### config.mk
export PLATFORM = sky130hd
export DESIGN_NAME = mux_scan_pipe
export DESIGN_NICKNAME = d
export VERILOG_FILES = /design/src/rtl/mux_scan_pipe.sv
export SDC_FILE = /design/constraint.sdc
export NUM_CORES = 1
export LEC_CHECK = 0
export BUFFER_PORTS_ARGS = -buffer_cell sky130_fd_sc_hd__buf_2
export CORE_ASPECT_RATIO = 0.8
export CORE_MARGIN = 4
export CORE_UTILIZATION = 60
export CTS_CLUSTER_DIAMETER = 50
export DETAILED_ROUTE_END_ITERATION = 10
export GPL_TIMING_DRIVEN = 0
export PLACE_DENSITY = 0.88
export SLEW_MARGIN = 30
export SYNTH_ARGS = -nofsm -noshare
export SYNTH_HDL_FRONTEND = slang
export SYNTH_SLANG_ARGS = --single-unit
### constraint.sdc
create_clock -name clk -period 13.2 [get_ports clk]
set_clock_uncertainty 0.1 [all_clocks]
set_input_delay 1.32 -clock clk [delete_from_list [all_inputs] [get_ports clk]]
set_output_delay 1.32 -clock clk [all_outputs]
set_load 0.01 [all_outputs]
### src/rtl/mux_scan_pipe.sv
// -----------------------------------------------------------------------------
// mux_scan_pipe
//
// This module is an N-channel, W-bit selector with a registered output and a
// valid/ready handshake. It is the sequential successor to the gate-level 16:1
// enabled selector.
//
// Operating modes:
//   direct (mode = 0) : the external select "sel" picks the channel.
//   scan   (mode = 1) : an internal round-robin pointer walks the channels
//                       enabled in "mask". The pointer advances past each
//                       captured channel.
//
// Ports:
//   clk        in   rising-edge clock
//   rst        in   synchronous active-high reset
//   en         in   global enable; 0 blocks new captures
//   mode       in   0 = direct select, 1 = round-robin scan
//   sel        in   channel index used in direct mode
//   mask       in   per-channel enable used in scan mode (bit i = channel i)
//   din        in   channel data; channel i at bits [i*W +: W]
//   out_ready  in   consumer accepts dout this cycle
//   out_valid  out  dout/out_ch hold a sample
//   dout       out  captured sample
//   out_ch     out  channel index of the captured sample
//   sel_err    out  one-cycle pulse when direct mode sees sel >= NCH
// -----------------------------------------------------------------------------
module mux_scan_pipe #(
   parameter int NCH  = 16,
   parameter int W    = 1,
   parameter int SELW = 4
) (
   input  logic              clk,
   input  logic              rst,
   input  logic              en,
   input  logic              mode,
   input  logic [SELW-1:0]   sel,
   input  logic [NCH-1:0]    mask,
   input  logic [NCH*W-1:0]  din,
   input  logic              out_ready,
   output logic              out_valid,
   output logic [W-1:0]      dout,
   output logic [SELW-1:0]   out_ch,
   output logic              sel_err
);

   // NCH expressed at SELW+1 bits, so that index arithmetic never overflows.
   localparam logic [SELW:0] NCH_W = (SELW+1)'(NCH);

   if (SELW != $clog2(NCH) || NCH < 2 || NCH > 64 || W < 1 || W > 64) begin : g_param_check
      $error("mux_scan_pipe: SELW must equal clog2(NCH), NCH in 2..64, W in 1..64");
   end

   // ---------------------------------------------------------------------------
   // State
   // ---------------------------------------------------------------------------
   logic              out_valid_q, out_valid_d;
   logic [W-1:0]      dout_q,      dout_d;
   logic [SELW-1:0]   out_ch_q,    out_ch_d;
   logic              sel_err_q,   sel_err_d;
   logic [SELW-1:0]   ptr_q,       ptr_d;

   // ---------------------------------------------------------------------------
   // Scan search. The mask is rotated so that ptr sits at bit 0. A priority
   // encoder then finds the lowest set bit, and the offset is rotated back.
   // ---------------------------------------------------------------------------
   logic [NCH-1:0]    rot_mask;
   logic              scan_hit;
   logic [SELW-1:0]   scan_off;
   logic [SELW:0]     scan_sum;
   logic [SELW-1:0]   scan_ch;
   logic [SELW:0]     ptr_inc;
   logic [SELW-1:0]   ptr_next;

   always_comb begin
      rot_mask = '0;
      for (int unsigned k = 0; k < NCH; k++) begin
         rot_mask[k] = mask[(32'(ptr_q) + k) % NCH];
      end
   end

   always_comb begin
      scan_hit = 1'b0;
      scan_off = '0;
      for (int unsigned k = 0; k < NCH; k++) begin
         if (!scan_hit && rot_mask[k]) begin
            scan_hit = 1'b1;
            scan_off = SELW'(k);
         end
      end
   end

   always_comb begin
      scan_sum = {1'b0, ptr_q} + {1'b0, scan_off};
      if (scan_sum >= NCH_W) begin
         scan_sum = scan_sum - NCH_W;
      end
      scan_ch = scan_sum[SELW-1:0];

      // The pointer moves to the channel just after the one captured,
      // wrapping at NCH.
      ptr_inc = {1'b0, scan_ch} + 1'b1;
      if (ptr_inc == NCH_W) begin
         ptr_inc = '0;
      end
      ptr_next = ptr_inc[SELW-1:0];
   end

   // ---------------------------------------------------------------------------
   // Channel choice and data selection
   // ---------------------------------------------------------------------------
   logic              sel_ok;
   logic              pick_ok;
   logic [SELW-1:0]   pick_ch;
   logic [W-1:0]      pick_data;
   logic              slot_free;
   logic              capture;

   always_comb begin
      sel_ok    = ({1'b0, sel} < NCH_W);
      pick_ok   = mode ? scan_hit : sel_ok;
      pick_ch   = mode ? scan_ch  : sel;
      slot_free = !out_valid_q || out_ready;
      capture   = en && slot_free && pick_ok;
   end

   always_comb begin
      pick_data = '0;
      for (int unsigned k = 0; k < NCH; k++) begin
         if (pick_ch == SELW'(k)) begin
            pick_data = din[k*W +: W];
         end
      end
   end

   // ---------------------------------------------------------------------------
   // Next-state logic
   // ---------------------------------------------------------------------------
   always_comb begin
      out_valid_d = out_valid_q;
      dout_d      = dout_q;
      out_ch_d    = out_ch_q;
      ptr_d       = ptr_q;
      // An error is flagged only when a direct-mode capture would otherwise
      // have been taken.
      sel_err_d   = !mode && en && slot_free && !sel_ok;

      if (capture) begin
         out_valid_d = 1'b1;
         dout_d      = pick_data;
         out_ch_d    = pick_ch;
         if (mode) begin
            ptr_d = ptr_next;
         end
      end else if (slot_free) begin
         out_valid_d = 1'b0;
      end
   end

   always_ff @(posedge clk) begin
      if (rst) begin
         out_valid_q <= 1'b0;
         dout_q      <= '0;
         out_ch_q    <= '0;
         sel_err_q   <= 1'b0;
         ptr_q       <= '0;
      end else begin
         out_valid_q <= out_valid_d;
         dout_q      <= dout_d;
         out_ch_q    <= out_ch_d;
         sel_err_q   <= sel_err_d;
         ptr_q       <= ptr_d;
      end
   end

   assign out_valid = out_valid_q;
   assign dout      = dout_q;
   assign out_ch    = out_ch_q;
   assign sel_err   = sel_err_q;

endmodule
# Yosys cells after proc, flatten, opt, wreduce, memory -nomap -nowiden
# Cells that the tools add are included.
# totals
register_bits	10
in_bits	41
out_inout_bits	7
word_cells	177
# op_classes
addsub	18
magnitude_cmp	17
eq_ne	16
muxes	85
n_reduce_logical	37
# ops
op	n
$lt 4x5->1 const B	16
$mux 4	17
$bmux 1 s4	16
$mux 1	52
$add 4x4->4 const B	8
$eq 4x4->1 const B	8
$logic_and 1x1->1	17
$add 4x3->4 const B	4
$eq 4x3->1 const B	4
$logic_not 1->1	16
$add 4x2->4 const B	2
$eq 4x2->1 const B	2
$add 4x1->5 const B	1
$add 4x4->5	1
$eq 5x5->1 const B	1
$ge 5x5->1 const B	1
$add 4x1->4 const B	1
$eq 4x1->1 const B	1
$logic_not 4->1	1
$sub 4x1->4 const B	1
$reduce_and 2->1	1
$reduce_bool 2->1	1
$logic_or 1x1->1	1

# Longest topological paths before layout
# logic_depth
depth_word	69
mapped_depth	23

# Worst setup path after synthesis
# OpenSTA, ideal clock, no wires.
# synth_timing
path_kind	reg2reg
start	register ptr_q[0]
end	register dout_q, in the netlist dout
setup_time_ns	0.096
arrival_ns	5.431
t_required_ns	13.004
setup_slack_ns	7.573
path_stages_with_launch	22
n_path_buf	3
synth_period_minus_slack_ns	5.627
cell_sequence	dfxtp_1 -> buf_6 -> buf_4 -> clkinv_1 -> ha_1 -> buf_2 -> mux4_2 -> mux4_2 -> nor4_2 -> nand4_1 -> nor2_1 -> a32oi_1 -> nand3_1 -> ha_1 -> fa_1 -> mux2i_1 -> mux2i_1 -> mux2_2 -> a2bb2oi_1 -> nor2_1 -> a311o_1 -> o41ai_2
# synth_via
elab_chain_cells	69
word_cells_on_any_way	147
# synth_rtl
item	line	source
start, declared	61	logic [SELW-1:0] ptr_q, ptr_d;
start signal, assigned	172	ptr_q <= ptr_d;
parallel branches: the longest is 69 deep, another holds $add 4x1->4	n/a	
end signal, assigned	169	dout_q <= dout_d;
end, declared	58	logic [W-1:0] dout_q, dout_d;
# Parallel ways; which one is timed is not known. The select of a mux whose other input is x is not followed.
# A chain may end at the register's enable or synchronous reset.

# Worst setup path in the final report
# Ends and elaborated chain as after synthesis.

==> reports/metrics.cfg <==
[outcome]
status = finished, final reports clean

[clock_tree]
post-cts-setup-buffer-count = 0
clock_path_buffers = 2
clock-sinks = 10
cts_max_level = 1
cts_hold_buf = 0
clock_latency_ps = 240
cts_tree = built
numCtsBuffers = 3
postCtsResizedCells = 0
cts.root.buffer_cell = clkbuf_8
path_clk_slew_ps = 50

[setup_path]
crit_arrival_ps = 6740
cp.required_ps = 13240
start_kind = register
crit_path_max_fanout = 10
critical_path_class = register to register
endpoint_kind = register

[yosys]
synthCells = 218
ys_warn_count = 0
synthFlopType = dfxtp_1
syn_area_per_cell_um2 = 10.1
synth_area_um2 = 2200
synth_edf_count = 0
syn-num-nets = 271
synth_cell_types = 51
async_flop_share = 0
synth.ff_latch_count = 10
ys_seq_area_frac = 0.0910

[placement]
dp_slack_ps = 6720
place_area_um2 = 2480
place.gp.congestion = 0.926
port_buffers = 45
hpwl_um = 4870
dp.cells = 305

[routing]
drt_wl_total_um = 6320
drtIter0Drc = 240
post_drt_wl_per_cell_um = 20.5
viasPerCell = 7.23
drcViolationCount = 0
vias = 2226
drt_pre_antenna_iters = 5
antenna_left = 0

[grt]
grt_usage = 0.274
grt_pass1_wl_um = 10300
first_global_vias = 2110
overflow = 0
grt_max_degree = 11
antenna_found_initial = 0

[floorplan]
row_count = 19
core_um2 = 3470
chipHeight_um = 62.2
pin_count = 48
die_w_um = 75.7
start_util = 0.634
die-area_um2 = 4710

[timing]
max_slew_margin = 0.527
rsz0062_at_grt = false
min_period_ps = 6700
tightest_slew_ps = 690
finalCritPeriodShare = 0.508
fmax_mhz = 149
fin_tns_setup_ps = 0
worst_hold_slack_ps = 398
hold_viol = 0
maxSlewViolCount = 0
setup_viol = 0
setup_ws_ps = 6500

[power_and_ir_drop]
ir_drop_mv = 0.127
p_leak_nw = 1.12
powerDensity_nw_per_um2 = 179
p_total_uw = 451

[final_layout]
n_antenna_cell = 0
fin_util = 0.727
layout-drive-gt1-share = 0.365
syn_to_final_growth_pct = 14.7
finalNonFillerCells = 308
final_area_um2 = 2520
nNetsFinal = 321

[hold_path]
holdCritPathClass = register to register

[flow_run]
max-cap-violations = 0

-- Yosys cell counts (3+ instances only) --
master / number / area [um2]
mux4_2: 26 / 586
nand3_1: 4 / 20.0
inv_1: 12 / 45.0
ha_1: 11 / 138
nor3_1: 5 / 25.0
buf_2: 5 / 25.0
nand2_1: 9 / 33.8
dfxtp_1: 10 / 200
mux2_2: 5 / 56.3
a21oi_1: 11 / 55.1
xnor2_1: 11 / 96.3
a211oi_1: 4 / 30.0
a311oi_1: 3 / 26.3
mux2i_1: 34 / 340
buf_6: 3 / 33.8
nor2_1: 13 / 48.8
o21ai_0: 5 / 25.0
nand4_1: 3 / 18.8
-- power by group --
| part | switching, mW | internal [mW] | total [mW] | leakage (nW) |
|---|---|---|---|---|
| clock | 0.0113 | 0.0199 | 0.0312 | 0.0216 |
| combinational | 0.210 | 0.169 | 0.379 | 1.01 |
| sequential | 0.00543 | 0.0355 | 0.0410 | 0.0823 |
-- kinds of logic (layout without fill, tap and decap cells) --
group	Yosys count	in the layout	synth area share
mux	65	65	0.446
other cells	1	1	0.00170
xor+xnor	14	14	0.0620
buf+inv	26	74	0.0608
simple gates	47	47	0.124
flops	10	10	0.0910
compound gates	43	43	0.143
fa+ha+maj	12	12	0.0716
-- worst paths after layout --
| check | from | endpoint | slack (ps) | cells after the start |
|---|---|---|---|---|
| worst max-delay path | ptr_q[0]$_SDFFE_PP0P_ | dout$_SDFFE_PP0P_ | 6500 | 21 |
| worst max register to register | ptr_q[0]$_SDFFE_PP0P_ | dout$_SDFFE_PP0P_ | 6500 | 21 |
| worst min register to register | dout$_SDFFE_PP0P_ | dout$_SDFFE_PP0P_ | 400 | 2 |
| worst min-delay path | dout$_SDFFE_PP0P_ | dout$_SDFFE_PP0P_ | 400 | 2 |
-- flip-flops by register name, summed over array words and instances (netlist names) --
signal	cells
out_ch	4
out_valid	1
ptr_q	4
dout	1
-- cell type report --
cell class,count,area [um2]
multi-input cells,182,1870
fillers,243,947
repair buffers,45,225
flip-flops and latches,10,200
plain buffers,13,85.1
well taps,42,52.6
inverters,13,48.8
clock buffers,3,41.3
-- cell usage in the layout (no fill, tap or decap), types with 2 or more instances in the layout --
cell	count
a211o_1	2
a211oi_1	4
a21o_1	2
a21oi_1	11
a221oi_1	2
a311oi_1	3
and4_1	2
buf_2	50
buf_4	2
buf_6	3
clkbuf_1	2
clkbuf_8	3
dfxtp_1	10
ha_1	11
inv_1	12
mux2_2	5
mux2i_1	33
mux4_2	26
nand2_1	9
nand2b_1	2
nand3_1	4
nand4_1	3
nor2_1	13
nor2b_1	2
nor3_1	5
o211ai_1	2
o21ai_0	5
o21ai_1	2
xnor2_1	11
xor2_1	2
-- layer usage --
metal	wire length, um	share of wire	GRT usage	vias up
li1	-	-	-	966
met1	2500	0.40	0.408	1073
met2	3020	0.48	0.406	175
met3	737	0.12	0.0677	12
met4	53	0.0084	0.0502	0
met5	0	0	0	-
-- worst max-delay path, stage by stage, from the launching register on --
cell and delay, ps:
dfxtp_1 380, buf_6 190, buf_4 210, clkinv_1 230
ha_1 350, buf_2 250, mux4_2 600, mux4_2 570
nor4_2 380, nand4_1 190, nor2_1 290, a32oi_1 110
nand3_1 180, ha_1 220, fa_1 480, mux2i_1 590
mux2i_1 280, mux2_2 220, a2bb2oi_1 170, nor2_1 70
a311o_1 350, o41ai_2 190
Power figures use the tool's default switching activity.
